$ cat src/rtl/lane_regfile_if.sv
// Issue, writeback and read-port bundle between the scheduler, the per-lane ALUs
// and the multi-lane register file. Lane i occupies slice [i*W +: W] of each field.
interface lane_regfile_if #(
  parameter int NUM_LANES = 2,
  parameter int XLEN      = 32,
  parameter int NREGS     = 32
);
  localparam int AW = $clog2(NREGS);

  logic [NUM_LANES*AW-1:0]   rd_addr_a;
  logic [NUM_LANES*AW-1:0]   rd_addr_b;
  logic [NUM_LANES*XLEN-1:0] rd_data_a;
  logic [NUM_LANES*XLEN-1:0] rd_data_b;
  logic [NUM_LANES-1:0]      rd_busy_a;
  logic [NUM_LANES-1:0]      rd_busy_b;
  logic [NUM_LANES-1:0]      wr_en;
  logic [NUM_LANES*AW-1:0]   wr_addr;
  logic [NUM_LANES*XLEN-1:0] wr_data;
  logic [NUM_LANES-1:0]      issue_en;
  logic [NUM_LANES*AW-1:0]   issue_rd;
  logic                      wr_collide;
  logic                      wb_err;
  logic [NREGS-1:0]          busy_vec;

  modport master (
    output rd_addr_a, rd_addr_b, wr_en, wr_addr, wr_data, issue_en, issue_rd,
    input  rd_data_a, rd_data_b, rd_busy_a, rd_busy_b, wr_collide, wb_err, busy_vec
  );

  modport slave (
    input  rd_addr_a, rd_addr_b, wr_en, wr_addr, wr_data, issue_en, issue_rd,
    output rd_data_a, rd_data_b, rd_busy_a, rd_busy_b, wr_collide, wb_err, busy_vec
  );
endinterface

$ cat src/rtl/lane_regfile.sv
// Multi-lane integer register file with issue scoreboard, write-collision
// priority (highest lane wins), optional write-to-read bypass and sticky wb_err.
module lane_regfile #(
  parameter int NUM_LANES = 2,
  parameter int XLEN      = 32,
  parameter int NREGS     = 32,
  parameter int BYPASS    = 1
) (
  input logic           clk,
  input logic           rst,
  lane_regfile_if.slave bus
);
  localparam int AW = $clog2(NREGS);
  localparam int NP = 2 * NUM_LANES;

  logic [XLEN-1:0]      mem [NREGS];
  logic [NREGS-1:0]     busy;
  logic                 wb_err_q;
  logic [NUM_LANES-1:0] wr_act;
  logic [NREGS-1:0]     set_vec;
  logic [NREGS-1:0]     clr_vec;
  logic [NREGS-1:0]     busy_nxt;
  logic                 err_hit;
  logic [AW-1:0]        raddr [NP];
  logic [XLEN-1:0]      rdata [NP];
  logic [NP-1:0]        rbusy;

  // Writes to x0 are dropped here so they never bypass, collide or clear busy;
  // while reset is held no write is considered live.
  always_comb begin
    wr_act = '0;
    for (int i = 0; i < NUM_LANES; i++)
      wr_act[i] = rst && bus.wr_en[i] && (bus.wr_addr[i*AW +: AW] != '0);
  end

  always_comb begin
    bus.wr_collide = 1'b0;
    for (int i = 0; i < NUM_LANES; i++)
      for (int j = i + 1; j < NUM_LANES; j++)
        if (wr_act[i] && wr_act[j] && (bus.wr_addr[i*AW +: AW] == bus.wr_addr[j*AW +: AW]))
          bus.wr_collide = 1'b1;
  end

  // A same-cycle issue outranks the writeback, so set wins over clear.
  always_comb begin
    set_vec = '0;
    clr_vec = '0;
    err_hit = 1'b0;
    for (int i = 0; i < NUM_LANES; i++) begin
      if (bus.issue_en[i]) set_vec[bus.issue_rd[i*AW +: AW]] = 1'b1;
      if (wr_act[i])       clr_vec[bus.wr_addr[i*AW +: AW]]  = 1'b1;
    end
    set_vec[0] = 1'b0;
    clr_vec[0] = 1'b0;
    busy_nxt = set_vec | (busy & ~clr_vec);
    for (int i = 0; i < NUM_LANES; i++)
      if (wr_act[i] && !busy[bus.wr_addr[i*AW +: AW]] && !set_vec[bus.wr_addr[i*AW +: AW]])
        err_hit = 1'b1;
  end

  // Ascending lane order makes the youngest (highest) lane's write land last.
  always_ff @(posedge clk or negedge rst) begin
    if (!rst) begin
      busy     <= '0;
      wb_err_q <= 1'b0;
      for (int r = 0; r < NREGS; r++) mem[r] <= '0;
    end else begin
      busy <= busy_nxt;
      if (err_hit) wb_err_q <= 1'b1;
      for (int i = 0; i < NUM_LANES; i++)
        if (wr_act[i]) mem[bus.wr_addr[i*AW +: AW]] <= bus.wr_data[i*XLEN +: XLEN];
    end
  end

  always_comb begin
    for (int l = 0; l < NUM_LANES; l++) begin
      raddr[l]             = bus.rd_addr_a[l*AW +: AW];
      raddr[NUM_LANES + l] = bus.rd_addr_b[l*AW +: AW];
    end
  end

  // Ports 0..N-1 are port A lanes, N..2N-1 are port B lanes.
  always_comb begin
    rbusy = '0;
    for (int p = 0; p < NP; p++) begin
      rdata[p] = mem[raddr[p]];
      rbusy[p] = busy[raddr[p]];
      if (BYPASS != 0)
        for (int w = 0; w < NUM_LANES; w++)
          if (wr_act[w] && (bus.wr_addr[w*AW +: AW] == raddr[p])) begin
            rdata[p] = bus.wr_data[w*XLEN +: XLEN];
            rbusy[p] = 1'b0;
          end
    end
  end

  always_comb begin
    bus.rd_data_a = '0;
    bus.rd_data_b = '0;
    bus.rd_busy_a = '0;
    bus.rd_busy_b = '0;
    for (int l = 0; l < NUM_LANES; l++) begin
      bus.rd_data_a[l*XLEN +: XLEN] = rdata[l];
      bus.rd_data_b[l*XLEN +: XLEN] = rdata[NUM_LANES + l];
      bus.rd_busy_a[l]              = rbusy[l];
      bus.rd_busy_b[l]              = rbusy[NUM_LANES + l];
    end
  end

  assign bus.wb_err   = wb_err_q;
  assign bus.busy_vec = busy;
endmodule

$ cat src/flat_wrapper.sv
// flat-port wrapper written by rule: the top's interface ports become plain ports
module lane_regfile_flat 
#(
  parameter int NUM_LANES = 2,
  parameter int XLEN      = 32,
  parameter int NREGS     = 32,
  parameter int BYPASS    = 1
)
  (clk, rst, bus_rd_addr_a, bus_rd_addr_b, bus_wr_en, bus_wr_addr, bus_wr_data, bus_issue_en, bus_issue_rd, bus_rd_data_a, bus_rd_data_b, bus_rd_busy_a, bus_rd_busy_b, bus_wr_collide, bus_wb_err, bus_busy_vec);
  lane_regfile_if #(.NUM_LANES(NUM_LANES), .XLEN(XLEN), .NREGS(NREGS)) bus_i ();
  input logic clk;
  input logic rst;
  input wire logic [$bits(bus_i.rd_addr_a)-1:0] bus_rd_addr_a;
  input wire logic [$bits(bus_i.rd_addr_b)-1:0] bus_rd_addr_b;
  input wire logic [$bits(bus_i.wr_en)-1:0] bus_wr_en;
  input wire logic [$bits(bus_i.wr_addr)-1:0] bus_wr_addr;
  input wire logic [$bits(bus_i.wr_data)-1:0] bus_wr_data;
  input wire logic [$bits(bus_i.issue_en)-1:0] bus_issue_en;
  input wire logic [$bits(bus_i.issue_rd)-1:0] bus_issue_rd;
  output wire logic [$bits(bus_i.rd_data_a)-1:0] bus_rd_data_a;
  output wire logic [$bits(bus_i.rd_data_b)-1:0] bus_rd_data_b;
  output wire logic [$bits(bus_i.rd_busy_a)-1:0] bus_rd_busy_a;
  output wire logic [$bits(bus_i.rd_busy_b)-1:0] bus_rd_busy_b;
  output wire logic [$bits(bus_i.wr_collide)-1:0] bus_wr_collide;
  output wire logic [$bits(bus_i.wb_err)-1:0] bus_wb_err;
  output wire logic [$bits(bus_i.busy_vec)-1:0] bus_busy_vec;
  assign bus_i.rd_addr_a = bus_rd_addr_a;
  assign bus_i.rd_addr_b = bus_rd_addr_b;
  assign bus_i.wr_en = bus_wr_en;
  assign bus_i.wr_addr = bus_wr_addr;
  assign bus_i.wr_data = bus_wr_data;
  assign bus_i.issue_en = bus_issue_en;
  assign bus_i.issue_rd = bus_issue_rd;
  assign bus_rd_data_a = bus_i.rd_data_a;
  assign bus_rd_data_b = bus_i.rd_data_b;
  assign bus_rd_busy_a = bus_i.rd_busy_a;
  assign bus_rd_busy_b = bus_i.rd_busy_b;
  assign bus_wr_collide = bus_i.wr_collide;
  assign bus_wb_err = bus_i.wb_err;
  assign bus_busy_vec = bus_i.busy_vec;
  lane_regfile #(.NUM_LANES(NUM_LANES), .XLEN(XLEN), .NREGS(NREGS), .BYPASS(BYPASS)) u_core (.clk(clk), .rst(rst), .bus(bus_i));
endmodule
$ cat config.mk
export PLATFORM = sky130hd
export DESIGN_NAME = lane_regfile_flat
export DESIGN_NICKNAME = d
export VERILOG_FILES = /design/src/rtl/lane_regfile_if.sv /design/src/rtl/lane_regfile.sv /design/src/flat_wrapper.sv
export SDC_FILE = /design/constraint.sdc
export NUM_CORES = 2
export LEC_CHECK = 0
export BUFFER_PORTS_ARGS = -buffer_cell sky130_fd_sc_hd__buf_2
export CAP_MARGIN = 20
export CORE_ASPECT_RATIO = 1.2
export CORE_MARGIN = 10
export CORE_UTILIZATION = 55
export DETAILED_ROUTE_END_ITERATION = 10
export PLACE_DENSITY = 0.75
export SYNTH_ARGS = -nofsm -noshare
export SYNTH_HDL_FRONTEND = slang
export SYNTH_SLANG_ARGS = --single-unit
$ cat constraint.sdc
create_clock -name clk -period 2.8 [get_ports clk]
set_input_delay 0.28 -clock clk [delete_from_list [all_inputs] [get_ports clk]]
set_output_delay 0.28 -clock clk [all_outputs]
set_load 0.02 [all_outputs]
; ---- After elaboration in Yosys (flattened, before gate mapping)
; Index checks and enable logic that the tools add are counted.
[word_totals]
register_bits = 1057
latch_bits = 0
mem_bits_rw = 0
rom_bits = 0
input_bits = 110
output_inout_bits = 166
n_memories = 0
[classes]
addsub = 0
multipliers = 0
div = 0
n_lt_le_gt_ge = 20
n_eq_ne = 9
n_shift = 0
n_mux = 67
n_bitwise = 11
n_reduce_logical = 30
[ops]
columns = operator, n
row1 = 1024-bit bitwise mux, 2
row2 = 1024-bit two-way mux, 2
row3 = 32-bit two-way mux, 22
row4 = 32-bit binary-select mux with 5-bit select, 4
row5 = 32-bit demux with 5-bit select, 2
row6 = 32-bit OR, 3
row7 = 5-bit by 6-bit < comparator with 1-bit output (second input constant), 8
row8 = 5-bit == test, 9
row9 = 1-bit binary-select mux with 5-bit select, 8
row10 = 6-bit >= comparator (second input constant), 6
row11 = 5-bit inverter with 6-bit output, 6
row12 = 32-bit bitwise AND, 1
row13 = 32-bit inverter, 1
row14 = 1-bit logical AND, 24
row15 = 1-bit two-way mux, 23
row16 = 1-bit demux with 5-bit select, 4
row17 = 5-bit by 1-bit >= comparator with 1-bit output (second input constant), 4
row18 = 6-bit by 1-bit < comparator with 1-bit output (second input constant), 2
row19 = 5-bit nonzero test, 2
row20 = 1-bit zero test, 4

; ---- Depth between registers and ports, before layout
[depth]
ltp_word = 13
depth_mapped = 11

; ---- Least setup slack after synthesis
; Ideal clock, no wire load.
[synth_timing]
path_kind = input-to-output
startpoint = in bus_rd_addr_b[6]
endpoint = out bus_rd_data_b[50]
t_arrival_ns = 2.280
required_ns = 2.520
setup_slack_ns = 0.240
stages = 9
path_cell_list = buf_2 > clkbuf_1 > buf_1 > mux4_2 > mux4_2 > mux2i_1 > nor2_1 > a21oi_1 > o21ai_1
[synth_via]
elab_chain_len = 6
[synth_lines]
columns = element, line
row1 = from (decl), flat_wrapper.sv:14  ; input wire logic [$bits(bus_i.rd_addr_b)-1:0] bus_rd_addr_b;
row2 = 5-bit inverter with 6-bit output (not written as such), lane_regfile.sv:86  ; rdata[p] = mem[raddr[p]];
row3 = 32-bit binary-select mux with 5-bit select, lane_regfile.sv:86
row4 = 32-bit two-way mux (not written as such) (2 in a row), lane_regfile.sv:86
row5 = 32-bit two-way mux, lane_regfile.sv:90  ; if (wr_act[w] && (bus.wr_addr[w*AW +: AW] == raddr[p])) begin
row6 = 32-bit two-way mux *, lane_regfile.sv:90
row7 = to (decl), flat_wrapper.sv:21  ; output wire logic [$bits(bus_i.rd_data_b)-1:0] bus_rd_data_b;
; Mark *: on every way between the ends. The rest lies on a longest branch, timed or not. The select of a mux whose other input is x is not followed.

; ---- Worst setup path after layout
[layout_timing]
startpoint = reg u_core.mem[38] (netlist bit)
endpoint = out bus_rd_data_a[6]
[layout_via]
elab_chain_len = 5
[layout_lines]
columns = element, line
row1 = from (decl), lane_regfile.sv:16  ; logic [XLEN-1:0] mem [NREGS];
row2 = "from (signal, indexed assignment)", lane_regfile.sv:71  ; if (wr_act[i]) mem[bus.wr_addr[i*AW +: AW]] <= bus.wr_data[i*XLEN +: XLEN];
row3 = 32-bit binary-select mux with 5-bit select, lane_regfile.sv:86
row4 = 32-bit two-way mux (not written as such) (2 in a row), lane_regfile.sv:86
row5 = 32-bit two-way mux (2 in a row), lane_regfile.sv:90
row6 = to (decl), flat_wrapper.sv:20  ; output wire logic [$bits(bus_i.rd_data_a)-1:0] bus_rd_data_a;
; Every way passes these cells. The select of a mux whose other input is x is not followed.

==> qor.csv <==
metric;value;unit
outcome;finished, violations left;
violations;setup timing;
drtAntennaViolNets;0;
hold_viol;0;
grt_first_pass_wirelength;529;mm
drt-wirelength-per-cell;37.9;µm
ys_seq_area_share;30.8;%
synthesis.nets;7499;
fp.dieH;453;µm
start_util;55.4;%
grt_max_degree;164;
routed-via-count;75300;
setup_violations;132;
syn_area_per_cell;11.6;µm²
rr_worst_depth;9;
cts_inserted_buffers;112;
r2r_start;u_core.bus.busy_vec[16];
drive_gt1_share;37.6;%
fin_ws;-0.654;ns
final_core_util;64.7;%
drc;0;
holdPathStages;3;
final_cell_mix;mux4_2 (1335), mux2i_1 (1075), dfrtp_1 (990), nand2_1 (702), nor2_1 (559);
core-area;155000;µm²
nFillCells;11300;
critical_path_class;register to output port;
antenna_found_initial;13;
synth_top_area_share;35.0;%
register_area;26500;µm²
pin_count;276;
dpl-instance-area;93600;µm²
htreeDepth;3;
p_total;65.4;mW
async_flop_share;100;%
synth_area_leader_cell;mux4_2;
grt_pass1_vias;74600;
cts_root_buffer;clkbuf_16;
syn_area;85800;µm²
cts.sink_count;1056;
worstSetupEndpoint;bus_rd_data_a[6];
crit_path_start_kind;register;
min-delay-start;bus_wr_data[9];
ir_drop;540;µV
critPathRequiredTime;2.52;ns
nets;7667;
hold_path.class;primary input to register;
area_growth;16.6;%
crit_fanout;2;
synth-edff-count;0;
final_common_cell;mux4_2;
wirelength;370;mm
powerDensity;653;nW/µm²
synth_seq_cells;1056;
rows;158;
skew;0.0129;ns
path_clk_slew;0.07;ns
design_area;100000;µm²
cts_tree;built;
yosysUniqueCellTypes;49;
hpwl;232;mm
reg2reg_slack;0.61;ns
fin_crit;3.45;ns
grt-ovfl-total;0;
yosysWarnings;0;
worstPathArrival;3.17;ns
grtUsageTotal;42.0;%
synthFlopType;dfrtp_1;
firstDrtPassIters;7;
gp_congestion;0.999;
fp.dieW;381;µm
worstMarginPinSlew;1.24;ns
final_max_slew_viol_count;0;
via_per_inst;7.73;
hold_ws;0.0182;ns
fin_crit_sh;123;%
die_area;172000;µm²
synthTopCellsByArea;mux4_2 (35%), dfrtp_1 (31%), mux2i_1 (13%), a21oi_1 (3.4%), nand2_1 (3.2%);
port_buffers;274;
preCtsSetupSlack;-0.348;ns
slew_headroom;17.4;%
postSynthCellCount;7389;
max_clock_freq;290;MHz
cts_buffer_depth;3;
multiInputGateArea;56000;µm²
maxCapViolCount;0;
cp-startpoint;u_core.mem[38];
drt-initial-drc-count;13000;
end_kind;output port;
timing.rr.end;u_core.bus.wb_err;
p_leak;40.4;nW
rsz0062_at_grt;yes;
clkLatencyLatePin;0.78;ns
-- worst min path at each step --
stage / endpoint
floorplan: u_core.bus.busy_vec[10]
global placement: u_core.mem[1010]
detailed placement: u_core.mem[1016]
CTS: u_core.mem[873]
global route: u_core.mem[491]
finish: u_core.mem[329]
-- worst max-delay path, stage by stage, from the launching register on --
cell	delay (ns)
dfrtp_1	0.40
buf_4	0.14
mux4_2	0.44
mux4_2	0.50
mux2i_1	0.22
nor2_1	0.09
a21oi_2	0.21
buf_6	0.16
o21ai_2	0.06
buf_6	0.13
-- Yosys cell counts, types with 6 or more instances --
cell	count
a21oi_1	584
a31o_2	12
buf_1	138
buf_2	132
buf_4	89
buf_6	67
clkbuf_1	567
dfrtp_1	1056
inv_1	8
mux2i_1	1130
mux4_2	1335
nand2_1	722
nand2b_1	7
nand3_1	21
nand3b_1	13
nor2_1	617
nor2_2	7
nor2b_1	6
nor3_1	14
nor4_1	11
o21ai_0	522
o21ai_1	166
o21bai_1	16
o22ai_1	37
or2_2	6
or3_1	6
or3b_2	7
xnor2_1	27
xor2_1	18
-- flip-flops by register name (all words and copies together) (netlist names) --
name and flops:
u_core.bus.busy_vec 31, u_core.bus.wb_err 1, u_core.mem 1024
-- routing by layer --
metal / global-route usage (%) / vias up / part of all wire [%]
met2: 60.2 / 7413 / 42
met5: 0.331 / - / 0.036
met3: 17.6 / 2302 / 16
met4: 36.0 / 16 / 11
met1: 48.5 / 37100 / 31
li1: - / 28500 / -
-- logic make-up (layout without fill, tap and decap cells) --
family	Yosys count	in the layout	share of synthesized area (%)
mux	2469	2469	48.3
flops	1056	1056	30.8
xor+xnor	45	45	0.459
simple gates	1463	1463	6.83
buf+inv	1003	1268	5.56
other cells	1	11	0.00437
compound gates	1352	1352	8.09
-- through the flow --
stage / instances / setup TNS (ns)
6_report: 9744 / -53.46
5_1_grt: 9736 / -57.89
4_1_cts: 9708 / -51.24
3_5_place_dp: 9412 / -15.95
3_3_place_gp: 9412 / -12.35
2_1_floorplan: 7389 / 0
-- area by class of cell --
class | count | area share (%)
Sequential cell | 1056 | 26.5
Timing Repair Buffer | 1049 | 10.8
Multi-Input combinational cell | 5330 | 55.9
Inverter | 8 | 0.0300
Tap cell | 2080 | 2.60
Clock inverter | 63 | 1.01
Clock buffer | 148 | 3.12
Antenna cell | 10 | 0.0250
-- report_power, final --
part	total (mW)	switching [mW]	internal, mW
clock	17.2	7.25	9.99
sequential	23.8	4.98	18.9
combinational	24.3	10.7	13.6
-- what timing repair did --
action / CTS / global route
endpoints found under the hold margin: 203 / 0
pin swaps: 37 / 63
setup endpoints to repair: 132 / 132
resized for setup: 258 / 151
setup buffers: 78 / 27
hold buffers: 26 / 0
(Power assumes the default switching activity.)
